--- config.mk ---
export PLATFORM = sky130hd
export DESIGN_NAME = prince_sbox_cms_compress
export DESIGN_NICKNAME = d
export VERILOG_FILES = /design/src/rtl/prince_sbox_cms_compress.sv
export SDC_FILE = /design/constraint.sdc
export NUM_CORES = 1
export LEC_CHECK = 0
export ABC_AREA = 0
export BUFFER_PORTS_ARGS = -buffer_cell sky130_fd_sc_hd__buf_2
export CAP_MARGIN = 10
export CORE_MARGIN = 1
export CORE_UTILIZATION = 40
export DETAILED_ROUTE_END_ITERATION = 8
export PLACE_DENSITY = 0.76
export SLEW_MARGIN = 30
export SYNTH_ARGS = -nofsm -noshare
export SYNTH_HDL_FRONTEND = slang
export SYNTH_SLANG_ARGS = --single-unit
--- constraint.sdc ---
create_clock -name clk -period 1.55 [get_ports clk]
set_input_delay 0.155 -clock clk [delete_from_list [all_inputs] [get_ports clk]]
set_output_delay 0.155 -clock clk [all_outputs]
set_load 0.03 [all_outputs]
--- src/rtl/prince_sbox_cms_compress.sv ---
// Mask-refresh and share-compression stage behind the three-share PRINCE CMS S-box.
// The nine shares per bit are refreshed and registered, then folded into three shares.
module prince_sbox_cms_compress #(
  parameter int BITS   = 4,
  parameter int SH_IN  = 9,
  parameter int SH_OUT = 3
) (
  input  logic                     clk,
  input  logic                     rst,
  input  logic                     in_valid,
  output logic                     in_ready,
  input  logic [BITS*SH_IN-1:0]    in_shares,
  input  logic [BITS*SH_IN-1:0]    rnd,
  output logic                     out_valid,
  input  logic                     out_ready,
  output logic [BITS*SH_OUT-1:0]   out_shares
);

  localparam int NI  = BITS * SH_IN;
  localparam int NO  = BITS * SH_OUT;
  localparam int GRP = SH_IN / SH_OUT;

  // Ring refresh: each mask enters two neighbouring shares, so it cancels in the bit sum.
  function automatic logic [NI-1:0] refresh(input logic [NI-1:0] sh, input logic [NI-1:0] r);
    logic [NI-1:0] res;
    res = '0;
    for (int b = 0; b < BITS; b++) begin
      for (int j = 0; j < SH_IN; j++) begin
        res[b*SH_IN+j] = sh[b*SH_IN+j] ^ r[b*SH_IN+j] ^ r[b*SH_IN+((j+1)%SH_IN)];
      end
    end
    return res;
  endfunction

  function automatic logic [NO-1:0] compress(input logic [NI-1:0] s);
    logic [NO-1:0] res;
    res = '0;
    for (int b = 0; b < BITS; b++) begin
      for (int k = 0; k < SH_OUT; k++) begin
        for (int m = 0; m < GRP; m++) begin
          res[b*SH_OUT+k] = res[b*SH_OUT+k] ^ s[b*SH_IN+k*GRP+m];
        end
      end
    end
    return res;
  endfunction

  logic          vld_p1_q, vld_p1_d;
  logic          vld_p2_q, vld_p2_d;
  logic [NI-1:0] shares_p1_q, shares_p1_d;
  logic [NO-1:0] shares_p2_q, shares_p2_d;
  logic          en_p1, en_p2, accept;

  assign en_p2    = !vld_p2_q || out_ready;
  assign en_p1    = !vld_p1_q || en_p2;
  assign in_ready = en_p1;
  assign accept   = in_valid && en_p1;

  always_comb begin
    vld_p1_d    = vld_p1_q;
    shares_p1_d = shares_p1_q;
    vld_p2_d    = vld_p2_q;
    shares_p2_d = shares_p2_q;
    if (accept) begin
      vld_p1_d    = 1'b1;
      shares_p1_d = refresh(in_shares, rnd);
    end else if (en_p2) begin
      vld_p1_d    = 1'b0;
    end
    if (en_p2) begin
      vld_p2_d = vld_p1_q;
      if (vld_p1_q) shares_p2_d = compress(shares_p1_q);
    end
  end

  // Stage 1: refreshed shares (glitch barrier); stage 2: compressed output shares.
  always_ff @(posedge clk) begin
    if (rst) begin
      vld_p1_q    <= 1'b0;
      vld_p2_q    <= 1'b0;
      shares_p1_q <= '0;
      shares_p2_q <= '0;
    end else begin
      vld_p1_q    <= vld_p1_d;
      vld_p2_q    <= vld_p2_d;
      shares_p1_q <= shares_p1_d;
      shares_p2_q <= shares_p2_d;
    end
  end

  assign out_valid  = vld_p2_q;
  assign out_shares = shares_p2_q;

endmodule
; ---- After elaboration in Yosys (flattened, before gate mapping)
; Cells that the tools add are included.
[op_classes]
n_mux = 2
n_bitwise = 96
reduce_logical = 7
[ops]
columns = cell, n
row1 = $xor A1 B1 Y1, 96
row2 = $logic_not A1 Y1, 2
row3 = $logic_or A1 B1 Y1, 2
row4 = $mux W1, 2
row5 = $reduce_and A2 Y1, 1
row6 = $reduce_bool A2 Y1, 1
row7 = $logic_and A1 B1 Y1, 1
[totals]
register_bits = 50
inputBits = 76
out_inout_bits = 14
wordCells = 109

; ---- Logic depth before layout (Yosys ltp)
; Gate-level depths: netlist (run 1).
[logic_depth]
word_depth = 5
ltp_mapped = 5
depth_no_buf = 4

; ---- Worst setup path after synthesis (run 1)
; Ideal clock, no wire load.
[synth_path]
path_kind = register to register
startpoint = register vld_p2_q (netlist: out_valid)
endpoint = register shares_p1_q[29]
setup_time_ns = 0.057
arrival_ns = 1.412
required_time_ns = 1.493
path_slack_ns = 0.081
path_stages_with_launch = 6
n_path_buf = 1
period_less_slack_ns = 1.469
cell_sequence = dfxtp_1 > and3b_4 > inv_4 > a21oi_4 > buf_6 > a22o_2
[synth_between]
elab_chain_cells = 4
[synth_rtl]
columns = item, line_no
row1 = from (decl), 49  ; logic vld_p2_q, vld_p2_d;
row2 = from (signal assigned), 85  ; vld_p2_q <= vld_p2_d;
row3 = $logic_not A1 Y1, 54  ; assign en_p2 = !vld_p2_q || out_ready;
row4 = $logic_or A1 B1 Y1, 54
row5 = $logic_or A1 B1 Y1, 55  ; assign en_p1 = !vld_p1_q || en_p2;
row6 = net in_ready, 11  ; output logic in_ready,
row7 = $logic_and A1 B1 Y1, 57  ; assign accept = in_valid && en_p1;
row8 = to (signal assigned), 86  ; shares_p1_q <= shares_p1_d;
row9 = to (decl), 50  ; logic [NI-1:0] shares_p1_q, shares_p1_d;
; The timed path passes the listed nets, and every way through them passes these cells.
; A chain may end at the register's enable or synchronous reset.

; ---- Worst setup path in the final report (run 1)
[layout_path]
startpoint = register vld_p1_q
endpoint = output port in_ready
[layout_between]
elab_chain_cells = 2
[layout_rtl]
columns = item, line_no
row1 = from (decl), 48  ; logic vld_p1_q, vld_p1_d;
row2 = from (signal assigned), 84  ; vld_p1_q <= vld_p1_d;
row3 = $logic_not A1 Y1, 55
row4 = $logic_or A1 B1 Y1, 55
row5 = to (decl), 11
; Every way passes these cells.

==> results.tsv, run 1 <==
metric	value	unit
layout_setup_ws	0.256	ns
ys_seq_area_share	41.2	%
yosys_register_bits	50	
vias	1789	
p_sw_share	27.0	%
p_sw	0.803	mW
cts_made_buffers	5	
dieHeight	80.0	um
worstHoldStart	rst	
yosys-top-cells-area	dfxtp_1, xnor2_1, a22o_1, a22o_2, o2bb2ai_1	
final.period_utilization	83.5	%
critPathCaptureType	primary output	
dr.pass1.iters	4	
synth_cells	213	
yosys.cell_types.count	19	
intPower	2.17	mW
fin_area	3060	um2
slew_headroom	80.7	%
area_delta_synth_final	25.9	%
dp_hpwl	3370	um
start_util	41.3	%
cts_max_level	2	
ios	90	
cts_tree	done	
clock_skew	0.00171	ns
yosysTopAreaCellShare	41.2	%
clk_pin_slew	0.08	ns
layout_commonest_cell	buf_2	
p_clk_share	25.5	%
arrival	1.14	ns
p_leak	1.29	nW
synthesis.area	2430	um2
crit_fanout	4	
cp-startpoint	vld_p1_q$_SDFFE_PP0P_	
grt_max_degree	37	
power	2.97	mW
path_class	reg -> out	
dieArea	6390	um2
drive_above_1_share	39.5	%
status	complete, no violations	
antenna_found_initial	0	
cts_setup_buffers	0	
synth_top_area_cell	dfxtp_1	
pre_cts_ws	0.298	ns
fmax	773	MHz
drc	0	
cts-root-buf	clkbuf_8	
grt_pass1_wl	7160	um
startpoint_type	flip-flop	
pwr-share-seq	49.6	%
post_cts_resize_count	0	
ctsHoldBuffers	0	
syn_area_per_cell	11.4	um2
timing.rr.start	vld_p1_q$_SDFFE_PP0P_	
grt_pass1_vias	1745	
rsz0062_at_grt	no	
grt_usage	14.4	%
drt-initial-drc-count	15	
clockBufferDepth	2	
yosysWarnings	0	
setup_viol	0	
wirelength	4330	um
power.density	971	nW/um2
hp-class	in -> reg	
final_cell_mix	buf_2, xnor2_1, dfxtp_1	
comb_power_share	24.9	%
drv_slew	0	
wl_per_cell	11.4	um
fin_nets	381	
place.gp.congestion	0.710	
clock-sinks	50	
maxCapViolations	0	
post-route-min-period	1.29	ns
vias_per_cell	4.70	
synthesis.nets	289	
core_area	5890	um2
clk_latency	0.29	ns
num_antenna_cells	0	
gr-total-overflow	0	
ir_drop	0.000424	V
tns	0	ns
finalHoldViolCount	0	
die_x	80.0	um
placementRows	28	
tightestPinTransition	0.289	ns
io_buffers	89	
ant_nets	0	
place_area	2970	um2
crit_required	1.39	ns
-- worst max-delay path: stages (launching register included) --
cell and delay [ns]:
dfxtp_1 0.38, and3b_4 0.26, inv_4 0.05, buf_2 0.17
-- synth_stat cells --
cell        n
a21oi_1     2
nor3b_4     1
and3b_4     1
buf_2       3
inv_4       1
a22o_1     20
buf_6       3
nand2b_1    1
nand3b_1    1
inv_1       1
dfxtp_1    50
nor2_1      2
a22o_2     16
xor2_1     12
a21oi_4     1
clkbuf_1    1
o2bb2ai_1  12
xnor2_1    84
buf_4       1
-- registers in the layout, summed over array words and instances (netlist names) --
register and cells:
vld_p1_q 1, out_valid 1, shares_p1_q 36, out_shares 12
-- layout make-up --
class,count,area (um2)
clock buffer,6,82.6
fill,546,2830
clock inverter,2,12.5
tap,75,93.8
multi-input combinational,153,1360
inverter,2,10.0
sequential,50,1000
timing repair buffer,93,500
-- power by group through the flow --
stage | Combinational (mW) | Clock, mW | Sequential (mW)
3_3_place_gp | 0.736 | 0 | 1.50
6_report | 0.741 | 0.757 | 1.47
2_1_floorplan | 0.474 | 0 | 1.54
3_5_place_dp | 0.750 | 0 | 1.50
4_1_cts | 0.753 | 0.781 | 1.47
5_1_grt | 0.811 | 0.827 | 1.49
-- metrics by stage --
step           hold WS (ns)  instances  utilization (%)
2_1_floorplan         0.224        213                -
3_3_place_gp          0.439        373             50.4
3_5_place_dp          0.437        373             50.4
4_1_cts               0.118        381             52.0
5_1_grt               0.140        381             52.0
6_report              0.128        381             52.0
-- cells by family (layout without fill, tap and decap cells) --
group | count (synthesis) | after routing | share of synthesized area (%)
AO/OA/AOI/OAI | 51 | 51 | 19.2
XOR/XNOR | 96 | 96 | 34.6
buffers and inverters | 10 | 103 | 2.88
flip-flops | 50 | 50 | 41.2
AND/OR/NAND/NOR | 6 | 6 | 2.16
-- per-layer routing --
metal	wire (um)	global-route usage [%]	up-vias
met4	36	6.07	0
met3	207	3.54	2
met1	1910	15.4	806
met2	2170	26.7	56
li1	-	-	925
met5	0	0	-
-- path summary, 6_finish.rpt --
kind / endpoint / slack, ns / cells after the start
worst max-delay path: in_ready / 0.26 / 3
worst min-delay path: out_valid$_SDFFE_PP0P_ / 0.13 / 2
worst max register to register: shares_p1_q[16]$_SDFFE_PP0P_ / 0.28 / 5
worst min register to register: out_shares[8]$_SDFFE_PP0P_ / 0.47 / 1
(Power assumes the default switching activity.)
==> run 2, diff against run 1 <==
PLACE_DENSITY = 0.79   (was 0.76)
clock period = 1.1 ns   (was 1.55 ns; I/O delays follow)
==> run 2 against run 1 <==
Compared with the run above:
- final cell count rose by 2.9%
- hold slack got worse by 0.033 ns
- highest routed layer unchanged
- combinational power rose by 57%
- critical path depth rose by 1
- the flow now finishes with violations (setup timing)
- largest power group unchanged
- via count rose by 3.9%
- non-clock buffer count rose by 12
- sequential power rose by 41%
- sequential cell count did not move
- clock skew rose by 0.0015 ns
- routed wire length rose by 12%
- utilization rose by 3.6 points
==> results.tsv, run 2 (same netlist as run 1, synthesis figures left out) <==
metric	value	unit
grt_max_degree	28	
io_buffers	89	
dieHeight	80.0	um
path_class	reg -> out	
rrSetupSlack	-0.14	ns
arrival	1.15	ns
final.period_utilization	115	%
layoutNonFillerInstCount	392	
timing.rr.start	out_valid$_SDFFE_PP0P_	
clk_latency	0.29	ns
ir_drop	0.000614	V
fmax	793	MHz
final_cell_mix	buf_2, xnor2_1, dfxtp_1	
layout_commonest_cell	buf_2	
clock-sinks	50	
critPathCaptureType	primary output	
vias_per_cell	4.74	
layout_setup_ws	-0.160	ns
startpoint_type	flip-flop	
worstHoldEndpoint	out_valid$_SDFFE_PP0P_	
worstHoldStart	rst	
dr.pass1.iters	4	
gr-total-overflow	0	
ios	90	
maxCapViolations	0	
multi_input_area	1420	um2
hp-class	in -> reg	
top_register	shares_p1_q	
cts_max_level	2	
tightestPinTransition	0.230	ns
wirelength	4850	um
largest_reg_flops	36	
fin_area	3270	um2
clk_pin_slew	0.08	ns
antenna_found_initial	0	
placementRows	28	
vias	1858	
num_antenna_cells	0	
clockBufferDepth	2	
fin_nets	393	
rsz0062_at_grt	yes	
reg2regPathDepth	5	
nFillCells	536	
cts_tree	done	
place.gp.congestion	0.710	
start_util	41.3	%
hold_depth	2	
dp_hpwl	3620	um
final_util	55.6	%
post-route-min-period	1.26	ns
worstReg2RegEnd	shares_p1_q[7]$_SDFFE_PP0P_	
dieArea	6390	um2
crit_required	0.99	ns
cts_made_buffers	5	
area_delta_synth_final	34.6	%
p_leak	1.41	nW
ctsHoldBuffers	0	
cts-root-buf	clkbuf_8	
power.density	1290	nW/um2
seqCellArea	1010	um2
place_area	3020	um2
grt_usage	15.5	%
dp.cells	380	
drt-initial-drc-count	27	
die_x	80.0	um
setup_viol	37	
grt_pass1_vias	1706	
grt_pass1_wl	7530	um
ant_nets	0	
drv_slew	0	
crit_fanout	3	
drive_above_1_share	42.3	%
violations	setup timing	
clock_skew	0.00320	ns
finalHoldViolCount	0	
drc	0	
status	finished with violations	
wl_per_cell	12.4	um
slew_headroom	84.5	%
core_area	5890	um2
## run 2: cell count changes in the layout (fill, tap and decap cells not counted), moves of 2 or more
cell / before / now
dfxtp_1: 50 / 48
buf_16: 0 / 2
a22o_4: 0 / 7
clkbuf_1: 0 / 2
a22o_2: 16 / 9
buf_6: 0 / 7
buf_4: 2 / 6
## run 2: timing repair
item	4_1_cts	5_1_grt
resized for setup	11	10
endpoints found under the setup margin	48	49
gates cloned	3	0
pin swaps	13	11
setup buffers	2	0
## run 2: worst max path at each step
| stage | from | end | slack [ns] | depth (start not counted) |
|---|---|---|---|---|
| CTS | out_valid$_SDFFE_PP0P_ | in_ready | -0.18 | 4 |
| global placement | out_valid$_SDFFE_PP0P_ | shares_p1_q[6]$_SDFFE_PP0P_ | -0.05 | 4 |
| finish | out_valid$_SDFFE_PP0P_ | in_ready | -0.16 | 4 |
| floorplan | out_valid$_SDFFE_PP0P_ | shares_p1_q[14]$_SDFFE_PP0P_ | -0.18 | 5 |
| detailed placement | out_valid$_SDFFE_PP0P_ | shares_p1_q[7]$_SDFFE_PP0P_ | -0.07 | 5 |
| global route | out_valid$_SDFFE_PP0P_ | in_ready | -0.19 | 4 |
## run 2: power by group
group	total (mW)	switching, mW	internal (mW)	leakage, nW
clock	0.980	0.541	0.439	0.0383
combinational	1.16	0.512	0.648	0.961
sequential	2.08	0.108	1.97	0.412
total	4.22	1.16	3.06	1.41
## run 2: worst max-delay path, cell delays in order, from the launching register on
cell,delay [ns]
dfxtp_4,0.35
and3b_4,0.24
inv_6,0.05
buf_6,0.10
buf_6,0.12
## run 2: per-layer routing
layer,global-route usage [%],part of all wire (%)
met1,18.1,44
met2,27.8,50
met3,3.09,5.3
met4,5.36,1.2
met5,0,0
## run 2: area by class of cell
class | count | share of cell area, %
multi-input cells | 153 | 43.5
flip-flops and latches | 50 | 30.7
repair buffers | 105 | 20.2
well taps | 75 | 2.87
clock buffers | 7 | 2.33
inverters | 2 | 0.382
## run 2: metrics by stage
stage	TNS (ns)	hold slack (ns)	setup slack (ns)	power (mW)
finish	-4.20	0.0949	-0.160	4.22
detailed placement	-2.10	0.396	-0.0679	3.20
global route	-6.02	0.104	-0.195	4.43
floorplan	-5.73	0.169	-0.178	2.84
CTS	-4.75	0.0877	-0.177	4.22
global placement	-1.53	0.386	-0.0490	3.18
